[config.mk]
export PLATFORM = sky130hd
export DESIGN_NAME = mem_bus_arbiter
export DESIGN_NICKNAME = d
export VERILOG_FILES = /design/src/rtl/mem_bus_arbiter_pkg.sv /design/src/rtl/mem_bus_arbiter_byte_seq.sv /design/src/rtl/mem_bus_arbiter.sv
export SDC_FILE = /design/constraint.sdc
export NUM_CORES = 1
export LEC_CHECK = 0
export ABC_AREA = 1
export CAP_MARGIN = 20
export CORE_MARGIN = 8
export CORE_UTILIZATION = 30
export CTS_BUF_LIST = sky130_fd_sc_hd__clkbuf_8 sky130_fd_sc_hd__clkbuf_16
export DETAILED_ROUTE_END_ITERATION = 7
export PLACE_DENSITY = 0.5
export RECOVER_POWER = 50
export SETUP_SLACK_MARGIN = 0.4
export SYNTH_ARGS = -nofsm -noshare
export SYNTH_HDL_FRONTEND = slang
export SYNTH_SLANG_ARGS = --single-unit
[constraint.sdc]
create_clock -name clk_in -period 2.9 [get_ports clk_in]
set_input_delay 0.58 -clock clk_in [delete_from_list [all_inputs] [get_ports clk_in]]
set_output_delay 0.58 -clock clk_in [all_outputs]
set_load 0.01 [all_outputs]
[src/rtl/mem_bus_arbiter_pkg.sv]
// Shared definitions for the 8-bit memory bus arbiter:
//   - FSM state codes and bus owner encoding
//   - d_len encodings and the byte-count decode (last byte index)
package mem_bus_arbiter_pkg;

    typedef enum logic [1:0] {
        ST_IDLE = 2'd0,
        ST_RD   = 2'd1,
        ST_WR   = 2'd2,
        ST_DONE = 2'd3
    } state_t;

    typedef enum logic {
        OWN_FETCH = 1'b0,
        OWN_DATA  = 1'b1
    } owner_t;

    localparam logic [1:0] LEN_BYTE = 2'd0;
    localparam logic [1:0] LEN_HALF = 2'd1;
    localparam logic [1:0] LEN_WORD = 2'd3;

    // Index of the last byte of an access (byte count - 1).
    // The unused encoding 2'd2 is treated as a full word.
    function automatic logic [1:0] last_byte_idx(input logic [1:0] len);
        logic [1:0] idx;
        case (len)
            LEN_BYTE: idx = 2'd0;
            LEN_HALF: idx = 2'd1;
            LEN_WORD: idx = 2'd3;
            default:  idx = 2'd3;
        endcase
        return idx;
    endfunction

endpackage

[src/rtl/mem_bus_arbiter_byte_seq.sv]
// Byte sequencer for the 8-bit memory bus.
// Holds the 2-bit byte counter, the bus address register (full-width
// modular increment) and the read-data assembly register.
// Ports:
//   clk, rst_n      clock, synchronous active-low reset
//   rdy             low = freeze all state
//   load            start a new access at load_addr (clears assembly)
//   load_addr       first byte address
//   last_idx        index of last byte of the current access
//   rd_step         FSM is in the read state
//   wr_step         FSM is in the write state
//   mem_din         read byte from memory
//   mem_a           bus address (registered)
//   cnt             index of byte currently on the bus
//   last            cnt is the last byte of the access
//   tail            read: all addresses issued, final byte being captured
//   asm_next        assembled read word including this cycle's capture
module mem_byte_seq
    import mem_bus_arbiter_pkg::*;
#(
    parameter int unsigned ADDR_W = 32
) (
    input  logic              clk,
    input  logic              rst_n,
    input  logic              rdy,
    input  logic              load,
    input  logic [ADDR_W-1:0] load_addr,
    input  logic [1:0]        last_idx,
    input  logic              rd_step,
    input  logic              wr_step,
    input  logic [7:0]        mem_din,
    output logic [ADDR_W-1:0] mem_a,
    output logic [1:0]        cnt,
    output logic              last,
    output logic              tail,
    output logic [31:0]       asm_next
);

    logic [31:0] asm_q;
    logic        cap_vld;
    logic [1:0]  cap_idx;

    assign last = (cnt == last_idx);

    // With a 2-cycle memory the byte returned in a read cycle belongs to
    // the address issued one cycle earlier: capture lags issue by one.
    // The extra tail cycle captures the final byte without issuing a new
    // address, so the bus never sees a speculative read.
    assign cap_vld = rd_step && (tail || (cnt != 2'd0));
    assign cap_idx = tail ? cnt : (cnt - 2'd1);

    always_comb begin
        asm_next = asm_q;
        if (cap_vld) begin
            asm_next[{cap_idx, 3'b000} +: 8] = mem_din;
        end
    end

    always_ff @(posedge clk) begin
        if (!rst_n) begin
            mem_a <= '0;
            cnt   <= '0;
            tail  <= 1'b0;
            asm_q <= '0;
        end else if (rdy) begin
            if (load) begin
                mem_a <= load_addr;
                cnt   <= '0;
                tail  <= 1'b0;
                asm_q <= '0;
            end else if (wr_step) begin
                if (!last) begin
                    cnt   <= cnt + 2'd1;
                    mem_a <= mem_a + ADDR_W'(1);
                end
            end else if (rd_step) begin
                asm_q <= asm_next;
                if (!tail) begin
                    if (last) begin
                        tail <= 1'b1;
                    end else begin
                        cnt   <= cnt + 2'd1;
                        mem_a <= mem_a + ADDR_W'(1);
                    end
                end
            end
        end
    end

endmodule

[src/rtl/mem_bus_arbiter.sv]
// Arbiter for the single 8-bit RAM/IO bus shared by instruction fetch and
// the data port. Serialises 1/2/4-byte accesses into byte cycles and
// reassembles read data little-endian. Data port has priority; with FAIR
// a pending fetch goes after every data access.
// Ports:
//   clk_in, rst_in   clock, synchronous active-low reset
//   rdy_in           low = pause (state frozen, mem_wr forced 0, no pulses)
//   if_req/if_addr   fetch request (4-byte read); if_gnt pulse, if_data word
//   d_req/d_we/d_len/d_addr/d_wdata   data request; d_done pulse, d_rdata
//   busy             FSM not idle
//   mem_din/mem_dout/mem_a/mem_wr     byte-wide RAM/IO bus
module mem_bus_arbiter
    import mem_bus_arbiter_pkg::*;
#(
    parameter bit          FAIR   = 1'b1,
    parameter int unsigned ADDR_W = 32
) (
    input  logic              clk_in,
    input  logic              rst_in,
    input  logic              rdy_in,
    input  logic              if_req,
    input  logic [ADDR_W-1:0] if_addr,
    output logic              if_gnt,
    output logic [31:0]       if_data,
    input  logic              d_req,
    input  logic              d_we,
    input  logic [1:0]        d_len,
    input  logic [ADDR_W-1:0] d_addr,
    input  logic [31:0]       d_wdata,
    output logic              d_done,
    output logic [31:0]       d_rdata,
    output logic              busy,
    input  logic [7:0]        mem_din,
    output logic [7:0]        mem_dout,
    output logic [ADDR_W-1:0] mem_a,
    output logic              mem_wr
);

    state_t      state_q, state_d;
    owner_t      owner_q;
    logic [1:0]  last_q;
    logic [31:0] wdata_q;
    logic        fair_q;

    logic        grant_d, grant_f;
    logic        rd_fin, done_fire;
    logic [1:0]  cnt;
    logic        last, tail;
    logic [31:0] asm_next;

    mem_byte_seq #(
        .ADDR_W(ADDR_W)
    ) u_seq (
        .clk      (clk_in),
        .rst_n    (rst_in),
        .rdy      (rdy_in),
        .load     (grant_d | grant_f),
        .load_addr(grant_d ? d_addr : if_addr),
        .last_idx (last_q),
        .rd_step  (state_q == ST_RD),
        .wr_step  (state_q == ST_WR),
        .mem_din  (mem_din),
        .mem_a    (mem_a),
        .cnt      (cnt),
        .last     (last),
        .tail     (tail),
        .asm_next (asm_next)
    );

    assign busy = (state_q != ST_IDLE);

    always_ff @(posedge clk_in) begin
        if (!rst_in) begin
            state_q <= ST_IDLE;
        end else if (rdy_in) begin
            state_q <= state_d;
        end
    end

    always_comb begin
        state_d   = state_q;
        grant_d   = 1'b0;
        grant_f   = 1'b0;
        rd_fin    = 1'b0;
        done_fire = 1'b0;
        if_gnt    = 1'b0;
        d_done    = 1'b0;
        mem_wr    = 1'b0;
        mem_dout  = '0;
        case (state_q)
            ST_IDLE: begin
                if (rdy_in) begin
                    if (d_req && (!if_req || !fair_q)) begin
                        grant_d = 1'b1;
                        state_d = d_we ? ST_WR : ST_RD;
                    end else if (if_req) begin
                        grant_f = 1'b1;
                        state_d = ST_RD;
                    end
                end
            end
            ST_RD: begin
                if (rdy_in && tail) begin
                    rd_fin  = 1'b1;
                    state_d = ST_DONE;
                end
            end
            ST_WR: begin
                if (rdy_in) begin
                    mem_wr   = 1'b1;
                    mem_dout = wdata_q[{cnt, 3'b000} +: 8];
                    if (last) begin
                        state_d = ST_DONE;
                    end
                end
            end
            ST_DONE: begin
                if (rdy_in) begin
                    done_fire = 1'b1;
                    if (owner_q == OWN_FETCH) begin
                        if_gnt = 1'b1;
                    end else begin
                        d_done = 1'b1;
                    end
                    state_d = ST_IDLE;
                end
            end
            default: state_d = ST_IDLE;
        endcase
        // Keep the bus quiet while reset is asserted, before the state
        // register has been cleared by the clock edge.
        if (!rst_in) begin
            if_gnt   = 1'b0;
            d_done   = 1'b0;
            mem_wr   = 1'b0;
            mem_dout = '0;
        end
    end

    always_ff @(posedge clk_in) begin
        if (!rst_in) begin
            owner_q <= OWN_FETCH;
            last_q  <= '0;
            wdata_q <= '0;
            fair_q  <= 1'b0;
            if_data <= '0;
            d_rdata <= '0;
        end else if (rdy_in) begin
            if (grant_d) begin
                owner_q <= OWN_DATA;
                last_q  <= last_byte_idx(d_len);
                wdata_q <= d_wdata;
            end
            if (grant_f) begin
                owner_q <= OWN_FETCH;
                last_q  <= last_byte_idx(LEN_WORD);
                fair_q  <= 1'b0;
            end
            // Result registers load as the final byte is captured so the
            // word is already valid in the pulse cycle.
            if (rd_fin) begin
                if (owner_q == OWN_FETCH) begin
                    if_data <= asm_next;
                end else begin
                    d_rdata <= asm_next;
                end
            end
            if (done_fire && (owner_q == OWN_DATA) && FAIR && if_req) begin
                fair_q <= 1'b1;
            end
        end
    end

endmodule

# Yosys cells after proc, flatten, opt, wreduce, memory -nomap -nowiden
# Index checks and enable logic that the tools add are counted.
[totals]
regBits = 169
input_bits = 112
output_inout_bits = 108
[op_classes]
n_addsub = 4
n_eq_ne = 10
shifts = 3
muxes = 59
n_bitwise = 2
reduce_logical = 25
[op_table]
columns = ["operator", "count"]
rows = [
  ["two-way mux 32 bit", 10],
  ["adder 32 x 1 -> 32 bit, second input constant", 1],
  ["bitwise mux 32 bit", 1],
  ["variable shift 8 x 7 -> 32 bit, first input constant", 1],
  ["variable part select 32 x 6 -> 8 bit", 1],
  ["variable part select 8 x 7 -> 32 bit", 1],
  ["two-way mux 1 bit", 30],
  ["two-way mux 2 bit", 13],
  ["two-way mux 8 bit", 3],
  ["AND reduction 3 bit", 4],
  ["nonzero test 2 bit", 5],
  ["case mux 2 bit (4 select lines)", 1],
  ["negation 5 -> 7 bit", 1],
  ["AND reduction 2 bit", 3],
  ["logical AND 1 bit", 5],
  ["== test 2 x 1 -> 1 bit, second input constant", 2],
  ["== test 2 bit, second input constant", 2],
  ["logical NOT 2 bit", 2],
  ["inequality test 2 bit, second input constant", 2],
  ["case mux 2 bit (2 select lines)", 1],
  ["AND reduction 4 bit", 1],
  ["inequality test 3 x 1 -> 1 bit, second input constant", 1],
  ["inequality test 3 bit, second input constant", 1],
  ["nonzero test 3 bit", 1],
  ["8 further kinds", 10],
]

# Logic depth before layout (Yosys ltp)
[depth]
ltp_word = 9
ltp_mapped = 15
ltp_nobuf = 13

# By module
# Synthesis repeated with hierarchy kept, for this count alone.
[unflattened]
hier_cells = 1363
hier_area_um2 = 8659.6
[by_module_without_submodules]
columns = ["module", "n_inst", "cells_per_inst", "area_per_inst_um2"]
rows = [
  ["mem_bus_arbiter", 1, 619, 4334.2],
  ["mem_byte_seq", 1, 744, 4325.4],
]

# Worst setup path after synthesis
# OpenSTA, ideal clock, no wires.
[synth_timing]
path_kind = "register to register"
startpoint = "reg u_seq.cnt[0]"
endpoint = "reg u_seq.asm_q[0]"
arrival_ps = 2495
required_time_ps = 2830
setup_slack_ps = 335
path_stages_with_launch = 16
synth_period_minus_slack_ps = 2565
cell_sequence = "dfxtp_1 -> buf_4 -> inv_2 -> clkbuf_1 -> ha_1 -> nand2_1 -> o21ai_2 -> inv_1 -> ha_1 -> clkbuf_1 -> nand2_1 -> inv_1 -> nand2_1 -> o21ai_0 -> nand2_1 -> a21oi_1"
[synth_between]
elab_chain_cells = 9
word_cells_on_any_way = 13
cone_classes = "2 x add/sub; 2 x shift; 6 x mux; 3 x reduce/logical"
[synth_rtl]
columns = ["element", "line_no", "text"]
rows = [
  ["start: declaration", "mem_bus_arbiter_byte_seq.sv:33", "output logic [1:0] cnt,"],
  ["start signal: assignment", "mem_bus_arbiter_byte_seq.sv:73", "cnt <= cnt + 2'd1;"],
  ["start signal: assignment", "mem_bus_arbiter_byte_seq.sv:82", "cnt <= cnt + 2'd1;"],
  ["subtractor 2 x 1 -> 2 bit", "mem_bus_arbiter_byte_seq.sv:50", "assign cap_idx = tail ? cnt : (cnt - 2'd1);"],
  ["two-way mux 2 bit", "mem_bus_arbiter_byte_seq.sv:50", ""],
  ["negation 5 -> 7 bit", "mem_bus_arbiter_byte_seq.sv:55", "asm_next[{cap_idx, 3'b000} +: 8] = mem_din;"],
  ["variable part select 8 x 7 -> 32 bit / variable shift 8 x 7 -> 32 bit (equally long branches)", "mem_bus_arbiter_byte_seq.sv:55", ""],
  ["bitwise mux 32 bit", "mem_bus_arbiter_byte_seq.sv:55", ""],
  ["two-way mux 32 bit *", "mem_bus_arbiter_byte_seq.sv:54", "if (cap_vld) begin"],
  ["two-way mux 32 bit *", "mem_bus_arbiter_byte_seq.sv:76", "end else if (rd_step) begin"],
  ["two-way mux 32 bit *", "mem_bus_arbiter_byte_seq.sv:71", "end else if (wr_step) begin"],
  ["two-way mux 32 bit *", "mem_bus_arbiter_byte_seq.sv:66", "if (load) begin"],
  ["end signal: assignment", "mem_bus_arbiter_byte_seq.sv:77", "asm_q <= asm_next;"],
  ["end: declaration", "mem_bus_arbiter_byte_seq.sv:39", "logic [31:0] asm_q;"],
]
# Mark *: on every way between the ends. The rest lies on a longest branch, timed or not. The select of a mux whose other input is x is not followed.
# A chain may end at the register's enable or synchronous reset.

# Worst setup path after layout
[layout_timing]
startpoint = "in rdy_in"
endpoint = "reg u_seq.mem_a[27]"
[layout_between]
elab_chain_cells = 5
word_cells_on_any_way = 10
cone_classes = "1 x eq/ne; 6 x mux; 1 x bitwise; 2 x reduce/logical"
[layout_rtl]
columns = ["element", "line_no", "text"]
rows = [
  ["start: declaration", "mem_bus_arbiter.sv:20", "input logic rdy_in,"],
  ["two-way mux 1 bit", "mem_bus_arbiter.sv:92", "if (rdy_in) begin"],
  ["two-way mux 1 bit", "mem_bus_arbiter.sv:90", "case (state_q)"],
  ["OR 1 bit", "mem_bus_arbiter.sv:57", ".load (grant_d | grant_f),"],
  ["inequality test 3 x 1 -> 1 bit (no line) / nonzero test 3 bit (equally long branches)", "n/a", ""],
  ["AND reduction 3 bit (no line)", "n/a", ""],
  ["end signal: assignment", "mem_bus_arbiter_byte_seq.sv:67", "mem_a <= load_addr;"],
  ["end signal: assignment", "mem_bus_arbiter_byte_seq.sv:74", "mem_a <= mem_a + ADDR_W'(1);"],
  ["end signal: assignment", "mem_bus_arbiter_byte_seq.sv:83", "mem_a <= mem_a + ADDR_W'(1);"],
  ["end: declaration", "mem_bus_arbiter_byte_seq.sv:32", "output logic [ADDR_W-1:0] mem_a,"],
]
# Several ways; a longest one is shown, not always the timed one.

==> impl_metrics.env <==
export IMPL_min_from="rst_in"
export IMPL_holdWs_ps=471.9
export IMPL_ys_seq_elements=169
export IMPL_die_h_um=187.1
export IMPL_io_buffers=219
export IMPL_period_needed_ps=2529
export IMPL_grt_pass1_vias=8829
export IMPL_fin_crit_sh=0.8722
export IMPL_tritoncts="yes"
export IMPL_antenna_left=0
export IMPL_arrival_ps=2860
export IMPL_clkSlewWorstSetupHoldPaths_ps=70
export IMPL_grt_max_degree=97
export IMPL_cap_violations=0
export IMPL_synthesis_area_sq_um=8781
export IMPL_slowest_stage="dlygate4sd3_1"
export IMPL_final_common_cell="nand2_1"
export IMPL_rows=62
export IMPL_layout_common_cells="nand2_1, nor2_1, dfxtp_1"
export IMPL_stdcell_area_sq_um=12010
export IMPL_fin_cells=1975
export IMPL_vias=9213
export IMPL_rsz0062_at_grt="yes"
export IMPL_cpMostUsedCell="nand2_1"
export IMPL_wire_per_inst_um=15.00
export IMPL_die_area_sq_um=35000
export IMPL_critPathKind="in2reg"
export IMPL_clock_fmax_mhz=395.4
export IMPL_wl_mm=29.62
export IMPL_clock_sink_count=169
export IMPL_antenna_found_initial=2
export IMPL_grt_pass1_wl_mm=48.27
export IMPL_status="finished, final reports clean"
export IMPL_htree_levels=4
export IMPL_tightest_slew_ps=1262
export IMPL_hold_path_class="in2reg"
export IMPL_synth_warnings=0
export IMPL_drv_slew=0
export IMPL_critPathBufInv=4
export IMPL_synth_cell_type_count=32
export IMPL_syn_inst=1389
export IMPL_placedCellCount=1942
export IMPL_relSlewSlack=0.1586
export IMPL_start_util=0.3051
export IMPL_grt_overflow=0
export IMPL_viasPerCell=4.665
export IMPL_placed_area_sq_um=11310
export IMPL_ir_worst_vdd_mv=0.3191
export IMPL_drive_gt1_frac=0.06851
export IMPL_syn_avg_cell_area_sq_um=6.322
export IMPL_synthToLayoutAreaGrowth_pct=36.75
export IMPL_dp_hpwl_mm=21.42
export IMPL_crit_chain="dlygate4sd3_1 > clkbuf_1 > nand2_1 > nor2_1 > nand2_2 > nand2_1 > inv_4 > nand2_4 > buf_4 > o21ai_0 > a21oi_1"
export IMPL_num_nets_final=1699
export IMPL_clockBufferDepth=2
export IMPL_skew_ps=20.02
export IMPL_drtPass1Iterations=5
export IMPL_startpoint="rdy_in"
export IMPL_seq_area_sq_um=3383
export IMPL_critPathLaunchType="primary input"
export IMPL_cp_slowest_stage_delay_ps=550
export IMPL_finalSetupViolCount=0
export IMPL_ys_seq_area_frac=0.3853
export IMPL_gr_usage_all_layers=0.1668
export IMPL_diodes=0
export IMPL_cp_max_fo=36
export IMPL_core_sq_um=28780
export IMPL_multi_input_area_sq_um=4528
export IMPL_fillers=3067
export IMPL_cp_end_kind="flip-flop"
export IMPL_cts_buffers=17
export IMPL_root_buffer="clkbuf_16"
export IMPL_num_io_pins=220
export IMPL_leakage_nw=5.215
export IMPL_drt_iter0_markers=596
export IMPL_finalHoldViolCount=0
export IMPL_clock_latency_ps=430
export IMPL_cp_top_family="buffers and inverters"
export IMPL_r2r_start="u_seq.cnt[1]$_SDFFE_PN0P_"
export IMPL_fp_dieW_um=187.1
export IMPL_routabilityCongestion=0.9081
export IMPL_required_ps=3240
export IMPL_tns_ps=0
export IMPL_p_per_area_nw_per_um2=537.5
export IMPL_syn_nets=1510
export IMPL_remaining_drc_errors=0
## synthesized netlist by cell type
cell type    n  area (sq um)
a211oi_1     1         7.510
a21oi_1    150         750.7
buf_1        7         26.28
buf_2       14         70.07
buf_4        4         30.03
buf_6        2         22.52
clkbuf_1    43         161.4
dfxtp_1    169          3383
ha_1         9         112.6
inv_1      172         645.6
inv_2        6         22.52
inv_4        1         6.260
nand2_1    298          1119
nand2_2      1         6.260
nand2_4      2         22.52
nand3_1    101         505.5
nand3_2      1         10.01
nand3b_1     2         15.01
nand4_1      8         50.05
nand4_2      1         12.51
nor2_1     194         728.2
nor2_2       2         12.51
nor2_4       1         11.26
nor3_1       5         25.02
nor4_1       2         12.51
o21ai_0    169         845.8
o21ai_1     10         50.05
o21ai_2      1         8.760
o21bai_1     1         7.510
or2_2        2         12.51
xnor2_1      3         26.28
xor2_1       7         61.31
## cell type report
type                       count  area share
clock inverter                15     0.01480
sequential                   169      0.2818
multi-input combinational    971      0.3771
clock buffer                  17     0.03543
timing repair buffer         240      0.1942
tap                          384     0.04001
inverter                     179     0.05668
## sequential cells by signal (all words and copies together) (netlist names), 2 cells and up
register / cells
last_q: 2
u_seq.asm_q: 32
d_rdata: 32
state_q: 2
u_seq.mem_a: 32
u_seq.cnt: 2
wdata_q: 32
if_data: 32
## report_power, final
group	internal, W	leakage, nW	switching [W]
sequential	0.00248	1.37	0.000175
combinational	0.000580	3.54	0.000883
clock	0.00124	0.298	0.00110
total	0.00430	5.21	0.00216
## routing by layer
layer	track usage	routed length, um	vias up
li1	-	-	4828
met1	0.2193	13760	4109
met2	0.2575	13100	241
met3	0.05500	2241	31
met4	0.04459	500	4
met5	0	23	-
## logic make-up after synthesis
family / synth area share
AOI/OAI and AO/OA: 0.1902
buffers and inverters: 0.1121
and+or+nand+nor: 0.2895
adders and majority gates: 0.01282
xor gates and xnor gates: 0.009975
DFF: 0.3853
## what timing repair did
item,CTS,global route
gates resized for setup,45,40
pin swaps,1,1
hold endpoints to repair,0,0
setup endpoints to repair,65,99
buffers inserted,0,1
hold buffers,0,0
## path summary, 6_finish.rpt
check	to	slack [ps]	cells after the start
max reg2reg	if_data[27]$_SDFFE_PN0P_	630	10
max	u_seq.mem_a[27]$_SDFFE_PN0P_	370	11
min	fair_q$_SDFFE_PN0P_	470	3
min reg2reg	wdata_q[10]$_SDFFE_PN0P_	480	2
## metrics by stage
step           power [W]    util  setup slack, ps
6_report        0.006455  0.4172            370.8
3_5_place_dp    0.004186  0.3928           -37.96
5_1_grt         0.006842  0.4172            200.7
4_1_cts         0.006547  0.4144            354.7
2_1_floorplan   0.003518       -            432.4
3_3_place_gp    0.004183  0.3928           -33.52
## worst register-to-register path: stages, from the launching register on
cell        delay (ps)
dfxtp_1            340
inv_2              110
ha_1               310
nand2_1             70
o21ai_2            150
ha_1               290
clkinvlp_4         240
nand3_1            310
o21ai_2            130
o21ai_0            170
inv_1               50
(Power assumes the default switching activity.)
